**config.mk**
```make
export PLATFORM = sky130hd
export DESIGN_NAME = f32_acc_flat
export DESIGN_NICKNAME = d
export VERILOG_FILES = /design/src/rtl/f32_acc_if.sv /design/src/rtl/f32_acc.sv /design/src/flat_wrapper.sv
export SDC_FILE = /design/constraint.sdc
export NUM_CORES = 1
export LEC_CHECK = 0
export CAP_MARGIN = 30
export CORE_UTILIZATION = 55
export DETAILED_ROUTE_END_ITERATION = 8
export HOLD_SLACK_MARGIN = 0.03
export PLACE_DENSITY = 0.76
export SYNTH_ARGS = -nofsm -noshare
export SYNTH_HDL_FRONTEND = slang
export SYNTH_SLANG_ARGS = --single-unit
```
**constraint.sdc**
```tcl
create_clock -name clk -period 15.05 [get_ports clk]
set_input_delay 2.2575 -clock clk [delete_from_list [all_inputs] [get_ports clk]]
set_output_delay 2.2575 -clock clk [all_outputs]
set_load 0.005 [all_outputs]
```
**src/rtl/f32_acc_if.sv**
```systemverilog
// Handshake bundle for the binary32 accumulator: a term stream in, a sum stream out.
// The master side feeds terms and drains sums; the slave side is the accumulator.
`timescale 1ns/1ps
interface f32_acc_if;
  logic [31:0] in_data;
  logic        in_valid;
  logic        in_last;
  logic        in_ready;
  logic [31:0] out_data;
  logic        out_valid;
  logic        out_ready;
  logic [15:0] out_count;

  modport master (output in_data, in_valid, in_last, out_ready,
                  input  in_ready, out_data, out_valid, out_count);
  modport slave  (input  in_data, in_valid, in_last, out_ready,
                  output in_ready, out_data, out_valid, out_count);
endinterface

```
**src/rtl/f32_acc.sv**
```systemverilog
// Sequential binary32 accumulator: each term passes through align/add/normalize/round
// states, and the running sum is emitted when the term flagged as last has been folded in.
`timescale 1ns/1ps
module f32_acc (
  input  logic     clk,
  input  logic     rst,
  f32_acc_if.slave bus
);
  localparam logic [31:0] QNAN = 32'h7FC0_0000;

  typedef enum logic [2:0] {IDLE, ALIGN, ADD, NORM, ROUND, OUT} state_t;
  state_t state_reg;

  logic [31:0]       acc_reg, term_reg, special_val_reg, out_data_reg;
  logic              empty_reg, nan_reg, last_reg, special_reg, sub_reg, sign_reg, zero_reg;
  logic              in_ready_reg, out_valid_reg;
  logic [15:0]       count_reg;
  logic [26:0]       big_sig_reg, small_sig_reg, norm_sig_reg;
  logic [27:0]       sum_reg;
  logic [7:0]        exp_reg;
  logic signed [9:0] norm_exp_reg;

  // Operand fields: a is the running sum, b the incoming (already flushed) term.
  logic        a_s, b_s, a_nan, b_nan, a_inf, b_inf, a_zero, b_zero, a_big;
  logic [7:0]  a_e, b_e, big_e, small_e, diff;
  logic [22:0] a_f, b_f;
  logic [23:0] big_m, small_m;
  logic        big_s;
  logic [26:0] small_ext, shifted, lost_mask, aligned;
  logic        nan_hit, spec_hit;
  logic [31:0] spec_val;

  assign {a_s, a_e, a_f} = acc_reg;
  assign {b_s, b_e, b_f} = term_reg;
  assign a_nan  = (a_e == 8'hFF) && (a_f != 23'd0);
  assign b_nan  = (b_e == 8'hFF) && (b_f != 23'd0);
  assign a_inf  = (a_e == 8'hFF) && (a_f == 23'd0);
  assign b_inf  = (b_e == 8'hFF) && (b_f == 23'd0);
  assign a_zero = (a_e == 8'd0);
  assign b_zero = (b_e == 8'd0);
  assign a_big  = {a_e, a_f} >= {b_e, b_f};

  always_comb begin
    big_e     = a_big ? a_e : b_e;
    small_e   = a_big ? b_e : a_e;
    big_m     = a_big ? {1'b1, a_f} : {1'b1, b_f};
    small_m   = a_big ? {1'b1, b_f} : {1'b1, a_f};
    big_s     = a_big ? a_s : b_s;
    diff      = big_e - small_e;
    small_ext = {small_m, 3'b000};
    shifted   = small_ext >> diff;
    lost_mask = ~(27'h7FF_FFFF << diff);
    // Beyond 25 positions every significand bit lands below the sticky position.
    if (diff >= 8'd26)
      aligned = 27'd1;
    else
      aligned = {shifted[26:1], shifted[0] | (|(small_ext & lost_mask))};
  end

  // Specials and the first-term load bypass the arithmetic datapath entirely.
  always_comb begin
    nan_hit  = b_nan | a_nan | (a_inf & b_inf & (a_s ^ b_s));
    spec_hit = 1'b1;
    spec_val = QNAN;
    if (nan_hit)              spec_val = QNAN;
    else if (empty_reg)       spec_val = term_reg;
    else if (a_inf)           spec_val = acc_reg;
    else if (b_inf)           spec_val = term_reg;
    else if (a_zero & b_zero) spec_val = {a_s & b_s, 31'd0};
    else if (a_zero)          spec_val = term_reg;
    else if (b_zero)          spec_val = acc_reg;
    else                      spec_hit = 1'b0;
  end

  logic [4:0] lzc;
  always_comb begin
    lzc = 5'd0;
    for (int i = 0; i < 27; i++)
      if (sum_reg[i]) lzc = 5'(26 - i);
  end

  logic              rnd_up;
  logic [24:0]       rnd_sig;
  logic signed [9:0] rnd_exp;
  logic [22:0]       rnd_frac;
  logic [31:0]       round_val;

  always_comb begin
    rnd_up   = norm_sig_reg[2] & (norm_sig_reg[1] | norm_sig_reg[0] | norm_sig_reg[3]);
    rnd_sig  = {1'b0, norm_sig_reg[26:3]} + {24'd0, rnd_up};
    rnd_exp  = norm_exp_reg + $signed({9'd0, rnd_sig[24]});
    rnd_frac = rnd_sig[24] ? rnd_sig[23:1] : rnd_sig[22:0];
    if (nan_reg)                    round_val = QNAN;
    else if (special_reg)           round_val = special_val_reg;
    else if (zero_reg)              round_val = 32'h0000_0000;
    else if (rnd_exp >= 10'sd255)   round_val = {sign_reg, 8'hFF, 23'd0};
    else if (rnd_exp <= 10'sd0)     round_val = {sign_reg, 31'd0};
    else                            round_val = {sign_reg, rnd_exp[7:0], rnd_frac};
  end

  always_ff @(posedge clk or posedge rst) begin
    if (rst) begin
      state_reg       <= IDLE;
      in_ready_reg    <= 1'b0;
      out_valid_reg   <= 1'b0;
      out_data_reg    <= 32'd0;
      count_reg       <= 16'd0;
      acc_reg         <= 32'd0;
      empty_reg       <= 1'b1;
      nan_reg         <= 1'b0;
      term_reg        <= 32'd0;
      last_reg        <= 1'b0;
      special_reg     <= 1'b0;
      special_val_reg <= 32'd0;
      sub_reg         <= 1'b0;
      sign_reg        <= 1'b0;
      zero_reg        <= 1'b0;
      big_sig_reg     <= 27'd0;
      small_sig_reg   <= 27'd0;
      norm_sig_reg    <= 27'd0;
      sum_reg         <= 28'd0;
      exp_reg         <= 8'd0;
      norm_exp_reg    <= 10'sd0;
    end else begin
      case (state_reg)
        IDLE: begin
          in_ready_reg <= 1'b1;
          if (bus.in_valid && in_ready_reg) begin
            term_reg     <= (bus.in_data[30:23] == 8'd0) ? {bus.in_data[31], 31'd0} : bus.in_data;
            last_reg     <= bus.in_last;
            if (count_reg != 16'hFFFF) count_reg <= count_reg + 16'd1;
            in_ready_reg <= 1'b0;
            state_reg    <= ALIGN;
          end
        end
        ALIGN: begin
          nan_reg         <= nan_reg | nan_hit;
          special_reg     <= spec_hit;
          special_val_reg <= spec_val;
          big_sig_reg     <= {big_m, 3'b000};
          small_sig_reg   <= aligned;
          exp_reg         <= big_e;
          sign_reg        <= big_s;
          sub_reg         <= a_s ^ b_s;
          state_reg       <= ADD;
        end
        ADD: begin
          sum_reg   <= sub_reg ? {1'b0, big_sig_reg} - {1'b0, small_sig_reg}
                               : {1'b0, big_sig_reg} + {1'b0, small_sig_reg};
          state_reg <= NORM;
        end
        NORM: begin
          if (sum_reg[27]) begin
            norm_sig_reg <= {sum_reg[27:2], sum_reg[1] | sum_reg[0]};
            norm_exp_reg <= $signed({2'b00, exp_reg}) + 10'sd1;
          end else begin
            norm_sig_reg <= sum_reg[26:0] << lzc;
            norm_exp_reg <= $signed({2'b00, exp_reg}) - $signed({5'd0, lzc});
          end
          zero_reg  <= (sum_reg == 28'd0);
          state_reg <= ROUND;
        end
        ROUND: begin
          acc_reg   <= round_val;
          empty_reg <= 1'b0;
          if (last_reg) begin
            out_data_reg  <= round_val;
            out_valid_reg <= 1'b1;
            state_reg     <= OUT;
          end else begin
            in_ready_reg <= 1'b1;
            state_reg    <= IDLE;
          end
        end
        OUT: begin
          if (bus.out_ready) begin
            out_valid_reg <= 1'b0;
            in_ready_reg  <= 1'b1;
            acc_reg       <= 32'd0;
            empty_reg     <= 1'b1;
            nan_reg       <= 1'b0;
            count_reg     <= 16'd0;
            state_reg     <= IDLE;
          end
        end
        default: state_reg <= IDLE;
      endcase
    end
  end

  assign bus.in_ready  = in_ready_reg;
  assign bus.out_valid = out_valid_reg;
  assign bus.out_data  = out_data_reg;
  assign bus.out_count = count_reg;
endmodule

```
**src/flat_wrapper.sv**
```systemverilog
// flat-port wrapper written by rule: the top's interface ports become plain ports
module f32_acc_flat 
  (clk, rst, bus_in_data, bus_in_valid, bus_in_last, bus_out_ready, bus_in_ready, bus_out_data, bus_out_valid, bus_out_count);
  f32_acc_if bus_i ();
  input  logic clk;
  input  logic rst;
  input wire logic [$bits(bus_i.in_data)-1:0] bus_in_data;
  input wire logic [$bits(bus_i.in_valid)-1:0] bus_in_valid;
  input wire logic [$bits(bus_i.in_last)-1:0] bus_in_last;
  input wire logic [$bits(bus_i.out_ready)-1:0] bus_out_ready;
  output wire logic [$bits(bus_i.in_ready)-1:0] bus_in_ready;
  output wire logic [$bits(bus_i.out_data)-1:0] bus_out_data;
  output wire logic [$bits(bus_i.out_valid)-1:0] bus_out_valid;
  output wire logic [$bits(bus_i.out_count)-1:0] bus_out_count;
  assign bus_i.in_data = bus_in_data;
  assign bus_i.in_valid = bus_in_valid;
  assign bus_i.in_last = bus_in_last;
  assign bus_i.out_ready = bus_out_ready;
  assign bus_in_ready = bus_i.in_ready;
  assign bus_out_data = bus_i.out_data;
  assign bus_out_valid = bus_i.out_valid;
  assign bus_out_count = bus_i.out_count;
  f32_acc u_core (.clk(clk), .rst(rst), .bus(bus_i));
endmodule
```
==> flow_summary.toml <==
[status]
status = "completed"

[synth]
synth-async-reset-ratio_pct = 100
synth_commonest_cells = "nand2_1 (309), dfrtp_1 (279), o21ai_0 (201)"
synthFlopType = "dfrtp_1"
synth_most_common_cell = "nand2_1"
synth_seq_cells = 280
synth_cell_types = 88
seq_area_frac_synth_pct = 35.8
syn_inst = 2311
ys_top_cells_by_area = "dfrtp_1 (36%), mux2i_1 (6.0%), nand2_1 (5.9%)"
synth_edf_count = 0
yosysTopAreaCellShare_pct = 35.7
yosysWarningCount = 0
synth_fp_nets = 2442
netlist_area_um2 = 19600
synth_top_area_cell = "dfrtp_1"
syn_area_per_cell_um2 = 8.46

[timing]
setup_viol = 0
clock_skew_ns = 0.0155
post-route-min-period_ns = 6.12
period_share_pct = 40.7
rsz0062_at_grt = "no"
relSlewSlack_pct = 30.1
fmax_mhz = 163
tns_ns = 0
drv_slew = 0
worst_slew_pin_slew_ns = 1.05
hold_viol = 0

[floorplan]
dieWidth_um = 191
std_cell_rows = 68
die_area_um2 = 36300
ioPinCount = 87
start_util_pct = 56.2
die_h_um = 191
core-area_um2 = 34800

[detailed_routing]
drtPass1Iterations = 6
wirelength_um = 65700
vias = 18600
drc_errors = 0
wl_per_cell_um = 23.5
dr.first_iter.drc_count = 2217
via_per_inst = 6.65
ant_nets = 0

[global_route]
grt_first_pass_wirelength_um = 102000
grt_usage_pct = 36.3
grt_pass1_vias = 17500
grt_max_degree = 125
grt-ovfl-total = 0
grt_antenna_before_repair = 1

[setup_path]
required_ns = 15.54
regToRegSetupSlack_ns = 8.93
reg2regPathDepth = 21
crit_arrival_ns = 6.61
start_kind = "flip-flop"
worstSetupEndpointType = "flip-flop"
cp_max_fo = 25
crit_type = "flip-flop to flip-flop"
r2r_start = "u_core.term_reg[23]$_DFFE_PP0P_"
reg2reg_to = "u_core.small_sig_reg[21]$_DFFE_PP0P_"

[cts]
cts-root-buf = "clkbuf_16"
cts_made_buffers = 31
cts_tree = "yes"
cts.sinks = 280
clkLatencyLatePin_ns = 0.60
holdBufCountCts = 0
clk_pin_slew_ns = 0.07
cts_max_level = 1
post_cts_buffers = 0
cts_resized = 0
clk_path_buf_depth = 3

[placed_design]
dpl.hpwl_um = 47900
numPortBuffers = 86
gp_congestion = 0.998

[worst_hold_path]
min-delay-start = "u_core.bus.out_data[27]$_DFFE_PP0P_"
hold_path.class = "flip-flop to flip-flop"
hold_path_end = "u_core.bus.out_data[27]$_DFFE_PP0P_"
hold_depth = 2

[finish]
diodes = 0
nets = 2447
drive_gt1_share_pct = 7.09
syn2layout_area_growth_pct = 11.5

[job]
maxCapViolCount = 0
-- cell families after synthesis --
kind of cell | synth area share, %
and+or+nand+nor | 18.2
AOI/OAI and AO/OA | 22.4
DFF | 35.8
buffers and inverters | 5.05
muxes | 9.21
adders and majority gates | 6.09
xor gates and xnor gates | 3.22
-- how the worst max path moves through the flow --
| stage | start | end | cells past startpoint |
|---|---|---|---|
| 6_report | u_core.term_reg[23]$_DFFE_PP0P_ | u_core.small_sig_reg[21]$_DFFE_PP0P_ | 21 |
| 5_1_grt | u_core.term_reg[23]$_DFFE_PP0P_ | u_core.small_sig_reg[10]$_DFFE_PP0P_ | 19 |
| 4_1_cts | u_core.term_reg[23]$_DFFE_PP0P_ | u_core.small_sig_reg[21]$_DFFE_PP0P_ | 19 |
| 3_5_place_dp | u_core.term_reg[23]$_DFFE_PP0P_ | u_core.small_sig_reg[10]$_DFFE_PP0P_ | 19 |
| 3_3_place_gp | u_core.term_reg[23]$_DFFE_PP0P_ | u_core.small_sig_reg[0]$_DFFE_PP0P_ | 21 |
| 2_1_floorplan | rst | u_core.acc_reg[0]$_DFFE_PP0P_ | 1 |
-- cell usage in the layout, fill, tap and decap left out, types with 60 or more instances in the layout --
cell / count
nand2_1: 307
dfrtp_1: 279
o21ai_0: 201
nor2_1: 180
a21oi_1: 136
mux2i_1: 117
inv_1: 108
ha_1: 92
clkdlybuf4s50_1: 86
nand3_1: 60
-- through the flow --
stage	utilization, %	hold WS [ns]	area (um^2)	std cells	setup WS, ns
finish	62.7	0.480	21800	2795	8.93
global route	62.7	0.500	21800	2795	8.60
CTS	62.5	0.483	21800	2793	9.08
detailed placement	59.5	0.470	20700	2736	9.13
global placement	59.4	0.454	20700	2734	9.25
floorplan	-	0.442	19600	2311	5.07
-- worst max-delay path, stage by stage, from the launching register on --
cell	delay (ns)
dfrtp_1	0.49
inv_1	0.16
ha_1	0.30
buf_4	0.33
nand2_1	0.16
or4_1	0.54
nor4_2	0.21
o21a_1	0.47
nor2_4	0.04
a21oi_1	0.15
ha_1	0.24
nor2_1	0.07
nand3_1	0.08
mux2i_1	0.10
or3_1	0.44
a31oi_1	0.53
nor2_1	0.11
buf_4	0.24
or2_2	0.33
nor3_2	0.53
nand2_1	0.28
o22ai_1	0.23
-- layout make-up --
cell class / count / area, um^2
clock buffer: 41 / 873
clock inverter: 16 / 171
fill: 3016 / 13000
inverter: 111 / 424
multi-input combinational: 1774 / 11600
sequential: 280 / 7010
tap: 455 / 569
timing repair buffer: 118 / 1160
-- metal layers --
layer  share of wire [%]  up-vias  global-route usage [%]
li1                    -     8405                       -
met1                  43     8961                    51.0
met2                  43     1036                    54.7
met3                  10      168                    8.69
met4                 3.3        4                    11.5
met5                0.17        -                    1.92
Power is left out: the tool's default activity adds up to more than one toggle a clock period on the data nets, which glitch-free logic cannot reach.
